`src/rtl/fetch_pkg.sv`:
```
// fetch_pkg: shared defaults, queue entry layout and sizing helper for the fetch stage.
package fetch_pkg;
    localparam int DEF_ADDR_W = 32;
    localparam int DEF_DATA_W = 32;
    localparam logic [DEF_ADDR_W-1:0] DEF_RESET_PC = '0;
    localparam int DEF_PC_STEP = 4;

    typedef struct packed {
        logic [DEF_ADDR_W-1:0] pc;
        logic [DEF_DATA_W-1:0] inst;
    } fetch_entry_t;

    // Counter width able to hold the value depth itself.
    function automatic int cnt_w(int depth);
        return $clog2(depth) + 1;
    endfunction
endpackage

```
`src/rtl/fetch_fifo.sv`:
```
// fetch_fifo: power-of-two circular FIFO with synchronous flush and occupancy count.
module fetch_fifo import fetch_pkg::*; #(
    parameter int W     = 8,
    parameter int DEPTH = 4
) (
    input  logic                   clk,
    input  logic                   rst,
    input  logic                   flush,
    input  logic                   push,
    input  logic [W-1:0]           din,
    input  logic                   pop,
    output logic [W-1:0]           dout,
    output logic [$clog2(DEPTH):0] count,
    output logic                   empty
);
    localparam int AW = $clog2(DEPTH);
    localparam int CW = cnt_w(DEPTH);

    logic [W-1:0]  mem [DEPTH];
    logic [AW-1:0] wr_ptr;
    logic [AW-1:0] rd_ptr;
    logic          full;
    logic          do_push;
    logic          do_pop;

    assign full    = count == CW'(DEPTH);
    assign empty   = count == '0;
    assign do_push = push && !full;
    assign do_pop  = pop && !empty;
    assign dout    = mem[rd_ptr];

    always_ff @(posedge clk or negedge rst) begin
        if (!rst) begin
            wr_ptr <= '0;
            rd_ptr <= '0;
            count  <= '0;
        end else if (flush) begin
            wr_ptr <= '0;
            rd_ptr <= '0;
            count  <= '0;
        end else begin
            wr_ptr <= do_push ? wr_ptr + 1'b1 : wr_ptr;
            rd_ptr <= do_pop ? rd_ptr + 1'b1 : rd_ptr;
            count  <= count + CW'(do_push) - CW'(do_pop);
        end
    end

    always_ff @(posedge clk) begin
        if (do_push && !flush) mem[wr_ptr] <= din;
    end
endmodule

```
`src/rtl/fetch_queue_if.sv`:
```
// fetch_queue_if: PC generator with decoupled imem request/response and a prefetch queue to decode.
module fetch_queue_if import fetch_pkg::*; #(
    parameter int              ADDR_W   = fetch_pkg::DEF_ADDR_W,
    parameter int              DATA_W   = fetch_pkg::DEF_DATA_W,
    parameter int              DEPTH    = 4,
    parameter logic [ADDR_W-1:0] RESET_PC = fetch_pkg::DEF_RESET_PC,
    parameter int              PC_STEP  = fetch_pkg::DEF_PC_STEP
) (
    input  logic              clk,
    input  logic              rst,
    input  logic              branch_taken,
    input  logic [ADDR_W-1:0] branch_addr,
    output logic              imem_req_valid,
    input  logic              imem_req_ready,
    output logic [ADDR_W-1:0] imem_req_addr,
    input  logic              imem_rsp_valid,
    input  logic [DATA_W-1:0] imem_rsp_data,
    output logic              out_valid,
    input  logic              out_ready,
    output logic [ADDR_W-1:0] out_pc,
    output logic [DATA_W-1:0] out_inst
);
    localparam int CW = cnt_w(DEPTH);
    localparam int EW = ADDR_W + DATA_W;

    logic [ADDR_W-1:0] fetch_pc;
    logic [ADDR_W-1:0] tag;
    logic [EW-1:0]     head;
    logic [CW-1:0]     count;
    logic [CW-1:0]     inflight;
    logic [CW-1:0]     drop_cnt;
    logic [CW:0]       credit_used;
    logic              q_empty;
    logic              tag_empty;
    logic              req_fire;
    logic              rsp_ok;
    logic              rsp_keep;
    logic              pop;

    // Queued plus in-flight fetches never exceed DEPTH, so a response always finds room.
    assign credit_used    = {1'b0, count} + {1'b0, inflight};
    assign imem_req_valid = rst && !branch_taken && credit_used < (CW+1)'(DEPTH);
    assign imem_req_addr  = fetch_pc;
    assign req_fire       = imem_req_valid && imem_req_ready;
    assign rsp_ok         = imem_rsp_valid && !tag_empty;
    assign rsp_keep       = rsp_ok && drop_cnt == '0 && !branch_taken;
    assign out_valid      = !q_empty && !branch_taken;
    assign pop            = out_valid && out_ready;
    assign out_pc         = out_valid ? head[EW-1 -: ADDR_W] : '0;
    assign out_inst       = out_valid ? head[DATA_W-1:0] : '0;

    always_ff @(posedge clk or negedge rst) begin
        if (!rst) begin
            fetch_pc <= RESET_PC;
            drop_cnt <= '0;
        end else begin
            fetch_pc <= branch_taken ? branch_addr : req_fire ? fetch_pc + ADDR_W'(PC_STEP) : fetch_pc;
            drop_cnt <= branch_taken ? inflight - CW'(rsp_ok) :
                        (rsp_ok && drop_cnt != '0) ? drop_cnt - 1'b1 : drop_cnt;
        end
    end

    // Tags retire on every response, dropped or not, so the FIFO count is the in-flight count.
    fetch_fifo #(.W(ADDR_W), .DEPTH(DEPTH)) u_tag (
        .clk   (clk),
        .rst   (rst),
        .flush (1'b0),
        .push  (req_fire),
        .din   (fetch_pc),
        .pop   (rsp_ok),
        .dout  (tag),
        .count (inflight),
        .empty (tag_empty)
    );

    fetch_fifo #(.W(EW), .DEPTH(DEPTH)) u_queue (
        .clk   (clk),
        .rst   (rst),
        .flush (branch_taken),
        .push  (rsp_keep),
        .din   ({tag + ADDR_W'(PC_STEP), imem_rsp_data}),
        .pop   (pop),
        .dout  (head),
        .count (count),
        .empty (q_empty)
    );

    a_rsp_inflight: assert property (@(posedge clk) disable iff (!rst) imem_rsp_valid |-> !tag_empty)
        else $error("fetch_queue_if: response with nothing in flight");
    a_credit: assert property (@(posedge clk) disable iff (!rst) credit_used <= (CW+1)'(DEPTH))
        else $error("fetch_queue_if: credit overrun");
endmodule

```
`config.mk`:
```
export PLATFORM = sky130hd
export DESIGN_NAME = fetch_queue_if
export DESIGN_NICKNAME = d
export VERILOG_FILES = /design/src/rtl/fetch_pkg.sv /design/src/rtl/fetch_fifo.sv /design/src/rtl/fetch_queue_if.sv
export SDC_FILE = /design/constraint.sdc
export NUM_CORES = 1
export LEC_CHECK = 0
export ABC_AREA = 0
export ABC_CLOCK_PERIOD_IN_PS = 7500
export CORE_MARGIN = 5
export CORE_UTILIZATION = 40
export DETAILED_ROUTE_END_ITERATION = 8
export PLACE_DENSITY = 0.68
export SYNTH_ARGS = -nofsm -noshare
export SYNTH_HDL_FRONTEND = slang
export SYNTH_SLANG_ARGS = --single-unit
```
`constraint.sdc`:
```
create_clock -name clk -period 7.5 [get_ports clk]
set_clock_uncertainty 0.1 [all_clocks]
set_input_delay 1.5 -clock clk [delete_from_list [all_inputs] [get_ports clk]]
set_output_delay 1.5 -clock clk [all_outputs]
set_load 0.005 [all_outputs]
```
==> impl_metrics.csv, run 1 <==
group,metric,value,unit
status,status,"complete, no violations",
clocking,tritoncts,"yes",
floorplan,boundaryPins,168,
worst_hold_path,min_path_cells,1,
worst_hold_path,min_from,"u_tag.rd_ptr[0]",
critical_path,crit_type,"flip-flop to output pin",
timing,max_slew.worst_pin.slew,0.953,ns
detailed_routing,wl,35400,um
placement,place.gp.congestion,0.831,
synthesis,synth.distinct_cells,59,
power_and_ir_drop,combPwrFrac,21.9,%
timing,finalMaxSlewViolations,0,
timing,tns,0,ns
job,maxCapViolCount,0,
floorplan,fp.coreArea,44200,um2
timing,finalCritPeriodShare,66.5,%
power_and_ir_drop,ir_drop,0.154,mV
cells_and_area,drive_above_1_share,16.2,%
placement,dp_hpwl,22400,um
critical_path,rr_worst_depth,5,
synthesis,async_flop_share,11.3,%
detailed_routing,dr.pass1.iters,4,
detailed_routing,post-route-drc-count,0,
clocking,cts_root_buffer,"clkbuf_16",
power_and_ir_drop,power_density,313,nW/um2
detailed_routing,wire_per_inst,19.8,um
critical_path,ff2ff_setup_slack,3.57,ns
synthesis,ys_seq_area_share,71.5,%
cells_and_area,post-route-cell-area,21600,um2
synthesis,syn_nets,1074,
power_and_ir_drop,switchingPower,1.78,mW
worst_hold_path,min_path_type,"flip-flop to flip-flop",
detailed_routing,vias_per_cell,5.17,
global_route,grt_max_degree,68,
global_route,grt_pass1_vias,9755,
critical_path,worstPathMaxFanout,43,
floorplan,fp-row-count,77,
floorplan,die_w,221,um
timing,period_needed,4.99,ns
clocking,clkTransAtPathRegs,0.06,ns
power_and_ir_drop,clockPowerShare,32.9,%
synthesis,avgSynthCellArea,18.2,um2
synthesis,ys_ff_latch,433,
clocking,numClockSinks,433,
placement,dpl_cell_area,20100,um2
clocking,cts_setup_buffers,0,
power_and_ir_drop,power_frac_seq,45.2,%
placement,numPortBuffers,167,
clocking,postCtsHoldBufs,0,
synthesis,syn_area,17800,um2
global_route,grt_antenna_before_repair,0,
clocking,cts_buffer_depth,3,
timing,grt_setup_unrepaired,"no",
global_route,grt-busiest-layer,"met2",
synthesis,synthCells,982,
critical_path,crit-reg2reg-launch,"u_tag.count[2]",
power_and_ir_drop,p_sw_share,26.3,%
power_and_ir_drop,p_leak,7.05,nW
floorplan,initial_core_util,40.4,%
global_route,overflow,0,
clocking,cts_resized,0,
detailed_routing,drt_first_iter_violations,572,
synthesis,synth_edf_count,384,
cells_and_area,syn_to_final_growth,21.0,%
timing,fmax,201,MHz
detailed_routing,ant_nets,0,
timing,setup_ws,2.51,ns
global_route,grtUsageTotal,14.5,%
floorplan,chipHeight,221,um
global_route,grtUsageMet3,3.62,%
global_route,met2_usage,22.7,%
clocking,htreeDepth,2,
synthesis,yosys_warnings,0,
critical_path,start_kind,"flip-flop",
timing,setup_violations,0,
floorplan,die-area,48900,um2
critical_path,cp-end-kind,"output pin",
clocking,insertion_delay,0.56,ns
placement,place_ws,2.12,ns
critical_path,cp_data_required_time,5.90,ns
timing,relSlewSlack,36.4,%
cells_and_area,diodes,0,
critical_path,crit_arrival,3.39,ns
synthesis,ys_dominant_reg_cell,"edfxtp_1",
cells_and_area,nNetsFinal,1253,
critical_path,crit_start,"u_queue.rd_ptr[0]",
cells_and_area,fill_cells,3677,
global_route,use_met1,20.7,%
power_and_ir_drop,p_int,4.99,mW
timing,finalHoldViolations,0,
detailed_routing,via_count,9238,
clocking,cts_made_buffers,45,
global_route,grt_pass1_wl,56300,um
[state kept, by name (all words and copies together) (netlist names)]
| register | flops |
|---|---|
| u_tag.count | 3 |
| u_tag.wr_ptr | 2 |
| u_queue.count | 3 |
| u_queue.wr_ptr | 2 |
| u_tag.rd_ptr | 2 |
| u_queue.rd_ptr | 2 |
| drop_cnt | 3 |
| u_tag.mem | 128 |
| imem_req_addr | 32 |
| u_queue.mem | 256 |
[metal layers]
metal | vias to the layer above | wire length [um]
met5 | - | 0
li1 | 4245 | -
met2 | 299 | 16400
met1 | 4649 | 16300
met4 | 0 | 602
met3 | 45 | 2170
[metrics by stage]
stage / utilization, % / hold slack (ns) / power (mW) / instances
6_report: 48.8 / 0.418 / 6.77 / 1788
3_3_place_gp: 45.5 / 0.422 / 4.58 / 1706
3_5_place_dp: 45.5 / 0.414 / 4.62 / 1706
4_1_cts: 48.8 / 0.423 / 6.87 / 1788
2_1_floorplan: - / 0.403 / 4.07 / 982
5_1_grt: 48.8 / 0.451 / 7.13 / 1788
[cell usage in the layout, fill, tap and decap left out, types with 9 or more instances in the layout]
cell type / n
inv_1: 24
clkdlybuf4s50_1: 165
clkbuf_16: 46
and2_1: 68
nor2_1: 19
nand3_1: 32
buf_4: 12
and3_1: 13
xnor2_1: 30
nand4_1: 17
mux4_2: 96
nand2_1: 53
xor2_1: 12
o21ai_0: 16
clkbuf_1: 12
clkinv_1: 9
ha_1: 20
dfrtp_1: 46
edfxtp_1: 384
o211ai_1: 10
[final timing paths]
path,end
max in group asynchronous,u_queue.rd_ptr[0]
hold reg to reg,u_tag.rd_ptr[0]
setup / recovery,out_pc[13]
min in group asynchronous,imem_req_addr[1]
setup reg to reg,u_tag.mem[1][28]
hold / removal,u_tag.rd_ptr[0]
[cell type report]
| class | instances | area [um2] | area share [%] |
|---|---|---|---|
| inverters | 24 | 90.1 | 0.417 |
| flip-flops and latches | 433 | 12800 | 59.1 |
| repair buffers | 179 | 1750 | 8.11 |
| well taps | 592 | 741 | 3.43 |
| clock inverters | 24 | 292 | 1.35 |
| multi-input cells | 478 | 4760 | 22.0 |
| clock buffers | 58 | 1200 | 5.54 |
[power groups by stage]
stage	Clock, mW	Sequential, mW	Combinational [mW]
after global placement	0	3.11	1.47
after global routing	2.40	3.09	1.64
after CTS	2.29	3.06	1.51
after detailed placement	0	3.11	1.51
final	2.23	3.06	1.48
after floorplan	0	3.01	1.05
[cell families after synthesis]
kind of cell               Yosys count  share of synthesized area (%)
DFF                                433                           71.5
and+or+nand+nor                    249                           7.91
muxes                              102                           12.5
buffers and inverters               71                           1.97
AOI/OAI and AO/OA                   63                           2.50
xor gates and xnor gates            42                           2.06
adders and majority gates           22                           1.63
[Yosys cell counts, types with 4 or more instances]
library cell  instances  area share (%)
edfxtp_1            384              65
mux4_2               96              12
and2_1               76             2.7
nand2_1              53             1.1
dfrtp_1              49             6.9
nand3_1              32            0.90
xnor2_1              30             1.5
inv_1                24            0.50
clkbuf_1             23            0.48
ha_1                 20             1.4
nor2_1               20            0.42
nand4_1              17            0.60
o21ai_0              16            0.45
and3_1               13            0.46
xor2_1               12            0.59
buf_2                11            0.31
o211ai_1             10            0.42
o311ai_0              8            0.39
and4_1                7            0.34
a21oi_1               6            0.17
buf_1                 6            0.13
a31oi_1               5            0.18
or3_1                 5            0.18
or4_1                 5            0.21
mux2i_1               4            0.22
o31ai_1               4            0.17
[critical path: stages, from the launching register on]
cell and delay (ns):
dfrtp_4 0.98, buf_4 0.57, mux4_2 0.60, and2_1 0.18, clkdlybuf4s50_1 0.44
Power figures use the tool's default switching activity.
==> run 2: changes to the inputs <==
Settings changed: ABC_CLOCK_PERIOD_IN_PS 7500 to 4100, PLACE_DENSITY 0.68 to 0.7.
Clock period 7.5 ns to 4.1 ns, I/O delays scaled along.
==> impl_metrics.csv, run 2 (synthesis gave the netlist of run 1 again) <==
group,metric,value,unit
critical_path,crit_type,"flip-flop to output pin",
global_route,grt_antenna_before_repair,0,
detailed_routing,wl_met1,16300,um
power_and_ir_drop,p_sw_share,26.6,%
critical_path,cpPeakStageDelay,0.67,ns
clocking,cts_made_buffers,44,
power_and_ir_drop,combPwrFrac,23.0,%
clocking,cts_root_buffer,"clkbuf_16",
job,maxCapViolCount,0,
timing,fmax,270,MHz
clocking,postCtsHoldBufs,0,
placement,dp_hpwl,23900,um
cells_and_area,largest_register_ffs,256,
detailed_routing,wl_met3,1970,um
cells_and_area,final_common_cell,"edfxtp_1",
critical_path,crit_arrival,2.79,ns
cells_and_area,drive_above_1_share,17.4,%
critical_path,cp-end-kind,"output pin",
clocking,insertion_delay,0.55,ns
global_route,overflow,0,
critical_path,start_kind,"flip-flop",
timing,setup_violations,0,
floorplan,fp.coreArea,44200,um2
floorplan,die-area,48900,um2
clocking,htreeDepth,2,
cells_and_area,diodes,0,
detailed_routing,wire_per_inst,20.0,um
detailed_routing,route.met2.wl,17200,um
global_route,grt_pass1_vias,9658,
power_and_ir_drop,p_total,12.3,mW
floorplan,boundaryPins,168,
worst_hold_path,min_path_type,"input pin to async pin",
clocking,cts_setup_buffers,0,
floorplan,fp-row-count,77,
detailed_routing,drt_first_iter_violations,614,
critical_path,cp_slowest_cell,"dfrtp_4",
critical_path,crit_start,"u_queue.rd_ptr[0]",
cells_and_area,mostFrequentLayoutCells,"edfxtp_1 (384), clkdlybuf4s50_1 (165), mux4_2 (96)",
status,status,"complete, no violations",
clocking,tritoncts,"yes",
floorplan,initial_core_util,40.4,%
floorplan,die_w,221,um
timing,max_slew.worst_pin.slew,0.848,ns
cells_and_area,nNetsFinal,1270,
global_route,grt_pass1_wl,56900,um
power_and_ir_drop,ir_drop,0.285,mV
timing,tns,0,ns
detailed_routing,via_count,9322,
timing,relSlewSlack,43.3,%
power_and_ir_drop,p_leak,7.15,nW
power_and_ir_drop,clockPowerShare,31.6,%
floorplan,chipHeight,221,um
power_and_ir_drop,power_density,562,nW/um2
power_and_ir_drop,switchingPower,3.28,mW
timing,grt_setup_unrepaired,"no",
timing,finalMaxSlewViolations,0,
power_and_ir_drop,p_int,9.02,mW
global_route,grt_max_degree,66,
critical_path,cp_data_required_time,3.18,ns
global_route,grtUsageTotal,14.6,%
placement,place.gp.congestion,0.815,
detailed_routing,dr.pass1.iters,5,
detailed_routing,wl,36100,um
clocking,clkTransAtPathRegs,0.06,ns
critical_path,crit-reg2reg-launch,"u_queue.count[2]",
critical_path,worstPathMaxFanout,19,
timing,period_needed,3.71,ns
detailed_routing,vias_per_cell,5.16,
cells_and_area,regMostFlops,"u_queue.mem",
critical_path,cp_cell_sequence,"buf_4 > mux4_2 > and2_1 > clkdlybuf4s50_1",
detailed_routing,post-route-drc-count,0,
clocking,cts_buffer_depth,3,
detailed_routing,ant_nets,0,
clocking,numClockSinks,433,
clocking,cts_resized,0,
cells_and_area,syn_to_final_growth,22.5,%
timing,finalHoldViolations,0,
placement,numPortBuffers,167,
detailed_routing,routed.top_layer,"met4",
timing,finalCritPeriodShare,90.5,%
power_and_ir_drop,power_frac_seq,45.4,%
[run 2: worst paths after layout]
path / end / slack (ns) / depth (start not counted)
max in group asynchronous: u_queue.rd_ptr[0] / 3.00 / 2
worst max register to register: u_tag.count[2] / 0.88 / 10
min in group clk: u_queue.wr_ptr[0] / 0.46 / 1
worst max-delay path: out_pc[24] / 0.39 / 4
worst min-delay path: imem_req_addr[24] / 0.39 / 2
worst min register to register: u_queue.wr_ptr[0] / 0.46 / 1
[run 2: final cells by class]
class	count	area [um2]
clock buffer	58	1210
tap	592	741
fill	3554	22400
multi-input combinational	478	4750
clock inverter	24	219
timing repair buffer	197	2090
inverter	24	90.1
sequential	433	12800
[run 2: metal layers]
layer	track usage (%)	vias to the layer above
li1	-	4288
met1	21.1	4694
met2	23.4	281
met3	2.73	59
met4	3.50	0
met5	0	-
[run 2: critical path: cells and delay by family (launching register included)]
kind,cells,cell delay (ns)
muxes,1,0.59
DFF,1,0.67
buffers and inverters,2,0.78
and+or+nand+nor,1,0.18
[run 2: through the flow]
stage	hold slack, ns	worst slack (ns)	utilization [%]	area [um2]	std cells
6_report	0.389	0.390	49.4	21900	1806
2_1_floorplan	0.403	0.436	-	17800	982
3_5_place_dp	0.452	0.555	46.2	20400	1724
3_3_place_gp	0.432	0.587	46.2	20400	1724
4_1_cts	0.399	0.299	49.4	21900	1806
5_1_grt	0.446	0.237	49.4	21900	1806
[run 2: power groups by stage]
| stage | clock network (mW) | logic (mW) | registers, mW |
|---|---|---|---|
| floorplan | 0 | 1.93 | 5.51 |
| global placement | 0 | 2.83 | 5.66 |
| detailed placement | 0 | 2.88 | 5.68 |
| CTS | 4.00 | 2.90 | 5.59 |
| global route | 4.18 | 3.12 | 5.62 |
| finish | 3.88 | 2.83 | 5.58 |
==> run 3: changes to the inputs <==
Settings changed: SETUP_SLACK_MARGIN set to 0.2.
==> results of run 3 <==
No change in the layout: final DEF, timing and power equal those of run 2.
